===== src/rtl/mode_runner_if.sv =====
// mode_runner_if: program-control bundle for mode_runner.
//   Mode[3:0]      one-hot program select (controller -> runner)
//   Start          run request, sampled only while idle
//   Pause          freezes the active run while high
//   Abort          terminates any run
//   isRunning      high through FILL/WASH/RINSE/SPIN, including while paused
//   Phase[2:0]     0=IDLE 1=FILL 2=WASH 3=RINSE 4=SPIN 5=DONE
//   Remaining[7:0] cycles left in the current phase minus one
//   Done           one-cycle pulse on normal completion
//   Error          one-cycle pulse when Start is refused for an invalid Mode
interface mode_runner_if;
    logic [3:0] Mode;
    logic       Start;
    logic       Pause;
    logic       Abort;
    logic       isRunning;
    logic [2:0] Phase;
    logic [7:0] Remaining;
    logic       Done;
    logic       Error;

    modport master (
        output Mode, Start, Pause, Abort,
        input  isRunning, Phase, Remaining, Done, Error
    );

    modport slave (
        input  Mode, Start, Pause, Abort,
        output isRunning, Phase, Remaining, Done, Error
    );
endinterface


===== src/rtl/mode_runner.sv =====
// mode_runner: sequences a FILL -> WASH -> RINSE -> SPIN -> DONE program.
// The WASH length depends on which one-hot Mode bit was latched at Start.
// Ports:
//   Clock  rising-edge clock for all state
//   Reset  synchronous, active-high reset
//   bus    mode_runner_if.slave: Mode/Start/Pause/Abort in,
//          isRunning/Phase/Remaining/Done/Error out (all registered)
module mode_runner #(
    parameter int unsigned FILL_LEN  = 4,
    parameter int unsigned WASH_BASE = 8,
    parameter int unsigned WASH_STEP = 4,
    parameter int unsigned RINSE_LEN = 6,
    parameter int unsigned SPIN_LEN  = 5
) (
    input  logic          Clock,
    input  logic          Reset,
    mode_runner_if.slave  bus
);

    // Encoding equals the Phase output code, so Phase is the state register.
    typedef enum logic [2:0] {
        ST_IDLE  = 3'd0,
        ST_FILL  = 3'd1,
        ST_WASH  = 3'd2,
        ST_RINSE = 3'd3,
        ST_SPIN  = 3'd4,
        ST_DONE  = 3'd5
    } state_e;

    state_e     state_q, state_d;
    logic [7:0] rem_q, rem_d;
    logic [3:0] mode_q, mode_d;
    logic       running_q, running_d;
    logic       done_q, done_d;
    logic       error_q, error_d;

    // WASH length for the latched mode, clamped to the 8-bit counter range.
    function automatic logic [7:0] wash_len(input logic [3:0] m);
        int unsigned s;
        s = WASH_BASE;
        for (int unsigned k = 0; k < 4; k++) begin
            if (m[k]) begin
                s = WASH_BASE + WASH_STEP * k;
            end
        end
        if (s > 255) begin
            s = 255;
        end
        return 8'(s);
    endfunction

    always_comb begin
        state_d = state_q;
        rem_d   = rem_q;
        mode_d  = mode_q;
        error_d = 1'b0;

        unique case (state_q)
            ST_IDLE: begin
                rem_d = '0;
                // Abort outranks Start, so an aborting Start is neither run nor flagged.
                if (bus.Start && !bus.Abort) begin
                    if ($onehot(bus.Mode)) begin
                        mode_d  = bus.Mode;
                        state_d = ST_FILL;
                        rem_d   = 8'(FILL_LEN - 1);
                    end else begin
                        error_d = 1'b1;
                    end
                end
            end
            ST_DONE: begin
                state_d = ST_IDLE;
                rem_d   = '0;
            end
            default: begin
                if (bus.Abort) begin
                    state_d = ST_IDLE;
                    rem_d   = '0;
                end else if (!bus.Pause) begin
                    if (rem_q == 8'd0) begin
                        unique case (state_q)
                            ST_FILL: begin
                                state_d = ST_WASH;
                                rem_d   = wash_len(mode_q) - 8'd1;
                            end
                            ST_WASH: begin
                                state_d = ST_RINSE;
                                rem_d   = 8'(RINSE_LEN - 1);
                            end
                            ST_RINSE: begin
                                state_d = ST_SPIN;
                                rem_d   = 8'(SPIN_LEN - 1);
                            end
                            ST_SPIN: begin
                                state_d = ST_DONE;
                                rem_d   = '0;
                            end
                            default: begin
                                state_d = ST_IDLE;
                                rem_d   = '0;
                            end
                        endcase
                    end else begin
                        rem_d = rem_q - 8'd1;
                    end
                end
            end
        endcase

        running_d = (state_d == ST_FILL) || (state_d == ST_WASH) ||
                    (state_d == ST_RINSE) || (state_d == ST_SPIN);
        done_d    = (state_d == ST_DONE);
    end

    always_ff @(posedge Clock) begin
        if (Reset) begin
            state_q   <= ST_IDLE;
            rem_q     <= '0;
            mode_q    <= '0;
            running_q <= 1'b0;
            done_q    <= 1'b0;
            error_q   <= 1'b0;
        end else begin
            state_q   <= state_d;
            rem_q     <= rem_d;
            mode_q    <= mode_d;
            running_q <= running_d;
            done_q    <= done_d;
            error_q   <= error_d;
        end
    end

    assign bus.isRunning = running_q;
    assign bus.Phase     = 3'(state_q);
    assign bus.Remaining = rem_q;
    assign bus.Done      = done_q;
    assign bus.Error     = error_q;

endmodule


===== src/flat_wrapper.sv =====
// flat-port wrapper written by rule: the top's interface ports become plain ports
module mode_runner_flat 
#(
    parameter int unsigned FILL_LEN  = 4,
    parameter int unsigned WASH_BASE = 8,
    parameter int unsigned WASH_STEP = 4,
    parameter int unsigned RINSE_LEN = 6,
    parameter int unsigned SPIN_LEN  = 5
)
  (Clock, Reset, bus_Mode, bus_Start, bus_Pause, bus_Abort, bus_isRunning, bus_Phase, bus_Remaining, bus_Done, bus_Error);
  mode_runner_if bus_i ();
  input  logic Clock;
  input  logic Reset;
  input wire logic [$bits(bus_i.Mode)-1:0] bus_Mode;
  input wire logic [$bits(bus_i.Start)-1:0] bus_Start;
  input wire logic [$bits(bus_i.Pause)-1:0] bus_Pause;
  input wire logic [$bits(bus_i.Abort)-1:0] bus_Abort;
  output wire logic [$bits(bus_i.isRunning)-1:0] bus_isRunning;
  output wire logic [$bits(bus_i.Phase)-1:0] bus_Phase;
  output wire logic [$bits(bus_i.Remaining)-1:0] bus_Remaining;
  output wire logic [$bits(bus_i.Done)-1:0] bus_Done;
  output wire logic [$bits(bus_i.Error)-1:0] bus_Error;
  assign bus_i.Mode = bus_Mode;
  assign bus_i.Start = bus_Start;
  assign bus_i.Pause = bus_Pause;
  assign bus_i.Abort = bus_Abort;
  assign bus_isRunning = bus_i.isRunning;
  assign bus_Phase = bus_i.Phase;
  assign bus_Remaining = bus_i.Remaining;
  assign bus_Done = bus_i.Done;
  assign bus_Error = bus_i.Error;
  mode_runner #(.FILL_LEN(FILL_LEN), .WASH_BASE(WASH_BASE), .WASH_STEP(WASH_STEP), .RINSE_LEN(RINSE_LEN), .SPIN_LEN(SPIN_LEN)) u_core (.Clock(Clock), .Reset(Reset), .bus(bus_i));
endmodule

===== config.mk =====
export PLATFORM = sky130hd
export DESIGN_NAME = mode_runner_flat
export DESIGN_NICKNAME = d
export VERILOG_FILES = /design/src/rtl/mode_runner_if.sv /design/src/rtl/mode_runner.sv /design/src/flat_wrapper.sv
export SDC_FILE = /design/constraint.sdc
export NUM_CORES = 1
export LEC_CHECK = 0
export BUFFER_PORTS_ARGS = -buffer_cell sky130_fd_sc_hd__buf_2
export CORE_MARGIN = 2
export CORE_UTILIZATION = 47
export CTS_CLUSTER_DIAMETER = 150
export DETAILED_ROUTE_END_ITERATION = 10
export PLACE_DENSITY = 0.73
export SYNTH_ARGS = -nofsm -noshare
export SYNTH_HDL_FRONTEND = slang
export SYNTH_SLANG_ARGS = --single-unit

===== constraint.sdc =====
create_clock -name Clock -period 2.3 [get_ports Clock]
set_input_delay 0.46 -clock Clock [delete_from_list [all_inputs] [get_ports Clock]]
set_output_delay 0.46 -clock Clock [all_outputs]
set_load 0.02 [all_outputs]

==> impl_results.md, run 1 <==
- Fill count: 208
- Launching element type of the critical path: input pin
- FF+latch count, synth: 17
- Clock-pin transition on the worst setup and hold timing paths: 0.09 ns
- Overall routed net length: 2284 um
- Ys flop type: dfxtp_1
- Peak Freq: 0.4772 GHz
- Number of cells traversed by the worst register-to-register path: 7
- Final worst path period share: 91.12%
- Critical register-to-register path endpoint: u_core.bus.isRunning$_SDFF_PP0_
- Total number of nets in the final design: 164
- Total instance count after detailed placement: 172
- Leak Pwr: 0.5660 nW
- Setup Fix Bufs, Post-CTS: 0
- Area of the placeable core: 2170 um2
- Detailed placer's ending HPWL: 1765 um
- Initial cell density of the core: 48.62%
- Detail-routed net length per standard cell: 12.98 um
- RSZ-0062 raised after global routing: false
- Number of antenna violations at the first check in global routing: 0
- Maximum clock skew at final layout: 0.002810 ns
- Overall fraction of global-route tracks in use: 19.03%
- Most area-hungry cell type in the Yosys netlist: dfxtp_1
- Final setup fails: 0
- Syn-to-layout area delta: 18.03%
- Worst Hold Margin: 0.4122 ns
- Via count: 973
- Clock tree from TritonCTS: built
- Post-synthesis net count: 137
- I/O pin count: 23
- Worst slew margin: 68.68%
- Total die area: 2639 um2
- Hold violation count in the final report: 0
- Number of H-tree levels: 1
- Fraction of synthesis flops using an asynchronous set or reset pin: 0%
- Final core utilization: 57.38%
- Pre-antenna DRT Iters: 4
- Worst path arrival time: 2.28 ns
- Number of buffers inserted during clock tree synthesis: 3
- Post-detailed-route count of antenna-violating nets: 0
- Slew at the pin closest to its max-slew limit: 0.4633 ns
- Cells taking the most area after synthesis: dfxtp_1, ha_1, mux2i_1
- Post-synthesis instance area: 1055 um2
- Peak supply drop: 0.0003024 V
- Buffer type at the clock tree root: clkbuf_4
- Path type of the worst setup path: in -> reg
- Number of different library cells in the post-synthesis netlist: 43
- Number of global-route vias before repair: 840
- Max-slew violations: 0
- Post-CTS Hold Fix Bufs: 0
- Placement row count: 17
- Die span in x: 51.37 um
- Number of inserted diodes: 0
- Power per cell area: 470.6 nW/um2
- Clock network latency to the later pin of the worst-skew pair: 0.29 ns
- Area post-placement: 1215 um2
- Synth warnings: 0
- Pre-CTS setup slack: -0.1266 ns
- Number of cells in the finished layout apart from fillers: 176
- Share of cells above drive strength 1: 27.03%
- Syn avg cell area: 8.646 um2
- Result of the run: completed
- Number of sinks driven by the clock tree: 17
- Maximum number of pins on one net before global-route repair: 12
- Final Wtd Congestion: 0.8191
- Maxcap violations: 0
- Avg Vias per Cell: 5.528
- Number of flops mapped to enable cells by yosys: 0
- Global-route wire length before repair: 3767 um
- Sequential fraction of the synthesis area: 32.27%
- Worst setup margin: 0.2043 ns
- Maximum net fanout on the critical path: 4
- Top-area cell type share of the netlist area: 32.27%
- Final instance area: 1245 um2
- Worst setup path startpoint: bus_Mode[2]
- Worst R2R Start: u_core.bus.Remaining[0]$_SDFFE_PP0P_
- Critical Path End Type: flop
- Number of DRC markers in iteration 0: 19
- Post-route DRC: 0
- Shortest clock period the worst path allows after layout: 2.096 ns
- Crit path required time: 2.49 ns
- Max clock buf depth: 2
- # port buffers: 22
- Number of instances in the synthesized netlist: 122
- Path category of the worst min-delay check: in -> reg
- Final TNS setup: 0 ns
- Reg2Reg Setup Slack: 0.22 ns
- Termination of the worst setup path: u_core.mode_q[2]$_SDFFE_PP0P_
- Final Total Pwr: 0.5858 mW
- Y dimension of the die: 51.37 um
- Remaining Overflow, GRT: 0
## routing by layer
layer / GRT usage, % / part of all wire (%)
met5: 0 / 0
met4: 7.895 / 1.5
met3: 3.509 / 3.8
met2: 29.91 / 48
met1: 25.45 / 46
## repair_timing
action | 4_1_cts | 5_1_grt
hold endpoints to repair | 0 | 0
setup endpoints to repair | 0 | 1
resized for setup | 0 | 1
## cells in the final DEF (no fill, tap or decap), types with 2 or more instances in the layout
master / instances
inv_1: 5
xnor2_1: 3
nor4_1: 2
dfxtp_1: 17
nor2b_1: 3
buf_2: 22
a31oi_1: 2
clkbuf_4: 3
nor2_1: 16
a21oi_1: 7
nor3b_2: 2
nor3_1: 3
nand3_1: 2
nand2b_1: 5
nand2_1: 7
o21ai_0: 4
ha_1: 5
o31ai_1: 2
a211oi_1: 5
mux2i_1: 6
buf_4: 5
## cells in the mapped netlist, types with 2 or more instances
cell	count
a211oi_1	5
a21oi_1	7
a31oi_1	2
clkbuf_1	3
dfxtp_1	17
ha_1	5
inv_1	5
mux2i_1	6
nand2_1	7
nand2b_1	5
nand3_1	2
nor2_1	16
nor2b_1	3
nor3_1	3
nor4_1	2
o21ai_0	4
o31ai_1	2
xnor2_1	3
## how the worst min path moves through the flow
| stage | slack (ns) | depth (start not counted) | to | startpoint |
|---|---|---|---|---|
| detailed placement | 0.53 | 2 | u_core.bus.Remaining[3]$_SDFFE_PP0P_ | u_core.bus.Remaining[3]$_SDFFE_PP0P_ |
| finish | 0.41 | 3 | u_core.bus.Error$_SDFF_PP0_ | bus_Start |
| global placement | 0.51 | 2 | u_core.bus.Remaining[3]$_SDFFE_PP0P_ | u_core.bus.Remaining[3]$_SDFFE_PP0P_ |
| floorplan | 0.49 | 2 | u_core.mode_q[1]$_SDFFE_PP0P_ | u_core.mode_q[1]$_SDFFE_PP0P_ |
| global route | 0.41 | 3 | u_core.bus.Error$_SDFF_PP0_ | bus_Start |
| CTS | 0.41 | 3 | u_core.bus.Error$_SDFF_PP0_ | bus_Start |
## cell families after synthesis
| kind of cell | after synthesis | synth area share, % |
|---|---|---|
| AO/OA/AOI/OAI | 28 | 17.68 |
| XOR/XNOR | 3 | 2.492 |
| adder cells (fa/ha/maj) | 6 | 7.829 |
| buffers and inverters | 10 | 4.389 |
| flip-flops | 17 | 32.27 |
| multiplexers | 6 | 5.694 |
| AND/OR/NAND/NOR | 52 | 29.66 |
## worst max-delay path: stages
cell and delay, ns:
buf_2 0.11, ha_1 0.29, ha_1 0.19, fa_1 0.46
nor3b_2 0.20, nand4_1 0.18, buf_4 0.20, mux2i_1 0.13
nor2_1 0.05
## cell type report
| type | count | area, um2 | share of cell area (%) |
|---|---|---|---|
| Clock buffer | 4 | 26.28 | 2.111 |
| Inverter | 5 | 18.77 | 1.508 |
| Multi-Input combinational cell | 95 | 676.9 | 54.37 |
| Sequential cell | 17 | 340.3 | 27.34 |
| Tap cell | 28 | 35.03 | 2.814 |
| Timing Repair Buffer | 27 | 147.6 | 11.86 |
## where the power goes
group	internal [mW]	total, mW	switching (mW)
sequential	0.301	0.307	0.00689
combinational	0.0568	0.118	0.0613
clock	0.0675	0.160	0.0927
## sequential cells by signal (all words and copies together) (netlist names)
name                  count
u_core.bus.Error          1
u_core.bus.Done           1
u_core.bus.isRunning      1
u_core.bus.Remaining      8
u_core.bus.Phase          3
u_core.mode_q             3
(Power assumes the default switching activity.)
==> run 2: changes to the inputs <==
--- a/config.mk
+++ b/config.mk
@@ -6,10 +6,11 @@
 export NUM_CORES = 1
 export LEC_CHECK = 0
 export BUFFER_PORTS_ARGS = -buffer_cell sky130_fd_sc_hd__buf_2
+export CORE_ASPECT_RATIO = 1.4
 export CORE_MARGIN = 2
 export CORE_UTILIZATION = 47
-export CTS_CLUSTER_DIAMETER = 150
 export DETAILED_ROUTE_END_ITERATION = 10
+export GPL_TIMING_DRIVEN = 0
 export PLACE_DENSITY = 0.73
 export SYNTH_ARGS = -nofsm -noshare
 export SYNTH_HDL_FRONTEND = slang
==> run 2 against run 1 <==
Compared with the run above: worst setup slack got worse by 0.070 ns; clock skew increased by 0.0020 ns; hold slack got worse by 0.0014 ns; register-to-register slack got worse by 0.09 ns; sequential share of layout area increased by 0.28 points; design area decreased by 1.0%; flip-flop and latch count unchanged; maximum frequency decreased by 3.2%; non-clock buffer count unchanged; largest cell class unchanged.
==> impl_results.md, run 2 (synthesized netlist as in run 1, its figures left out) <==
- Result of the run: completed
- Y dimension of the die: 60.05 um (+17%)
- Total die area: 2644 um2 (+0.21%)
- Number of cells traversed by the worst register-to-register path: 8 (+1)
- Post-detailed-route count of antenna-violating nets: 0 (unchanged)
- Critical Path End Type: flop
- Number of inserted diodes: 0 (unchanged)
- Number of global-route vias before repair: 920 (+9.5%)
- Share of cells above drive strength 1: 25.00% (-2.0 points)
- RSZ-0062 raised after global routing: false
- Number of sinks driven by the clock tree: 17 (unchanged)
- Initial cell density of the core: 49.01% (+0.40 points)
- Launching element type of the critical path: flop
- Final Wtd Congestion: 0.8106 (-1.0%)
- Clock network latency to the later pin of the worst-skew pair: 0.29 ns (about the same)
- Power per cell area: 473.5 nW/um2 (+0.62%)
- Max reg flops: 8 (unchanged)
- Pre-antenna DRT Iters: 4 (unchanged)
- Worst slew margin: 66.69% (-2.0 points)
- Detail-routed net length per standard cell: 13.90 um (+7.1%)
- Shortest clock period the worst path allows after layout: 2.166 ns (+0.07008 ns)
- Total number of nets in the final design: 164 (unchanged)
- Peak Freq: 0.4617 GHz (-3.2%)
- Avg Vias per Cell: 5.747 (+4.0%)
- Overall routed net length: 2363 um (+3.5%)
- Slew at the pin closest to its max-slew limit: 0.4960 ns (+0.03263 ns)
- Worst R2R Start: u_core.bus.Remaining[0]$_SDFFE_PP0P_
- Worst Hold Margin: 0.4108 ns (-0.001370 ns)
- Reg2Reg Setup Slack: 0.13 ns (-0.09 ns)
- Post-CTS Hold Fix Bufs: 0 (unchanged)
- Worst setup path startpoint: u_core.bus.Remaining[0]$_SDFFE_PP0P_
- Critical path's top delay family: simple AND/OR/NAND/NOR gates
- Number of antenna violations at the first check in global routing: 0 (unchanged)
- Path type of the worst setup path: reg -> reg
- Syn-to-layout area delta: 16.84%
- Maximum net fanout on the critical path: 7 (+3)
- Max clock buf depth: 2 (unchanged)
- # port buffers: 21 (-4.5%)
- Overall fraction of global-route tracks in use: 20.01% (+0.98 points)
- Peak supply drop: 0.0003041 V (+0.58%)
- Max-slew violations: 0 (unchanged)
- Critical path cell sequence: inv_1 -> ha_1 -> or4b_1 -> buf_2 -> o31ai_1 -> a21oi_1 -> nand3_1 -> mux2i_1
- Number of buffers inserted during clock tree synthesis: 3 (unchanged)
- Clock-pin transition on the worst setup and hold timing paths: 0.10 ns (about the same)
- Maxcap violations: 0 (unchanged)
- Number of H-tree levels: 1 (unchanged)
- Number of DRC markers in iteration 0: 33 (+14)
- Via count: 977 (+0.41%)
- Highest-count cells in the layout ignoring fill and taps: buf_2, dfxtp_1, nor2_1
- Clock tree from TritonCTS: built
- Area of the placeable core: 2152 um2 (-0.81%)
- Final worst path period share: 94.17% (+3.0 points)
- Critical register-to-register path endpoint: u_core.bus.isRunning$_SDFF_PP0_
- Worst path arrival time: 2.39 ns (+0.11 ns)
- Maximum clock skew at final layout: 0.004812 ns (+0.002002 ns)
- Min-Delay Endpoint: u_core.mode_q[2]$_SDFFE_PP0P_
- Hold violation count in the final report: 0 (unchanged)
- Die span in x: 44.04 um (-14%)
- Hold Path Cell Cnt: 3 (unchanged)
- Placement row count: 20 (+3)
- Highest cell delay on the worst timing path: 0.47 ns (about the same)
- Startpoint of the lowest-slack hold path: bus_Mode[2]
- Buffer type at the clock tree root: clkbuf_4
- Crit path required time: 2.52 ns (+0.03 ns)
- Buffering stage count on the worst path with inverters included: 2 (unchanged)
- Leak Pwr: 0.5591 nW (-1.2%)
- Remaining Overflow, GRT: 0 (unchanged)
- I/O pin count: 23 (unchanged)
- Critical-path cell with the highest stage delay: or4b_1
- Maximum number of pins on one net before global-route repair: 11 (-1)
- Final TNS setup: 0 ns (unchanged)
- Final setup fails: 0 (unchanged)
- Path category of the worst min-delay check: in -> reg
- Global-route wire length before repair: 3995 um (+6.1%)
- Post-route DRC: 0 (unchanged)
- Detailed placer's ending HPWL: 1817 um (+3.0%)
- Commonest non-fill, non-tap cell in the layout: buf_2
==> run 2: timing repair <==
item	in CTS	in global routing
buffers inserted	1	0
endpoints found under the setup margin	2	2
gates resized for setup	0	1
pin swaps	1	0
==> run 2: metrics by stage <==
stage / cell area, um2 / power [mW] / util, % / setup WS (ns) / cells
after floorplan: 1060 / 0.3931 / - / 0.01478 / 122
after global placement: 1192 / 0.4183 / 55.41 / -0.2756 / 165
after detailed placement: 1192 / 0.4242 / 55.41 / -0.3216 / 165
after CTS: 1226 / 0.5883 / 56.98 / 0.1390 / 170
after global routing: 1232 / 0.6162 / 57.27 / 0.008872 / 170
final: 1232 / 0.5835 / 57.27 / 0.1342 / 170
==> run 2: worst min-delay path: cells and delay by family <==
| kind | cells | cell delay (ns) |
|---|---|---|
| and+or+nand+nor | 1 | 0.07 |
| buffers and inverters | 1 | 0.09 |
| muxes | 1 | 0.06 |
==> run 2: how the worst max path moves through the flow <==
stage / endpoint / slack (ns) / depth (start not counted)
6_report: u_core.bus.isRunning$_SDFF_PP0_ / 0.13 / 8
5_1_grt: u_core.bus.isRunning$_SDFF_PP0_ / 0.009 / 8
4_1_cts: u_core.bus.isRunning$_SDFF_PP0_ / 0.14 / 8
3_5_place_dp: u_core.bus.isRunning$_SDFF_PP0_ / -0.32 / 8
3_3_place_gp: u_core.bus.Done$_SDFF_PP0_ / -0.28 / 8
2_1_floorplan: u_core.bus.Done$_SDFF_PP0_ / 0.01 / 7
==> run 2: routing by layer <==
layer  global-route usage (%)  wire (um)
met4                    7.792         37
met2                    36.34       1240
met3                    2.719         81
met1                    23.11       1003
met5                        0          0
==> run 2: final cells by class <==
cell class	instances	area (um2)
buffer	5	27.53
clock buffer	4	26.28
sequential	17	340.3
inverter	5	18.77
tap	22	27.53
fill	217	919.6
multi-input combinational	95	679.4
timing repair buffer	22	112.6
==> run 2: report_power, final <==
group | switching, mW | internal (mW) | total (mW)
sequential | 0.00535 | 0.301 | 0.306
combinational | 0.0626 | 0.0515 | 0.114
clock | 0.0959 | 0.0675 | 0.163
total | 0.164 | 0.420 | 0.584
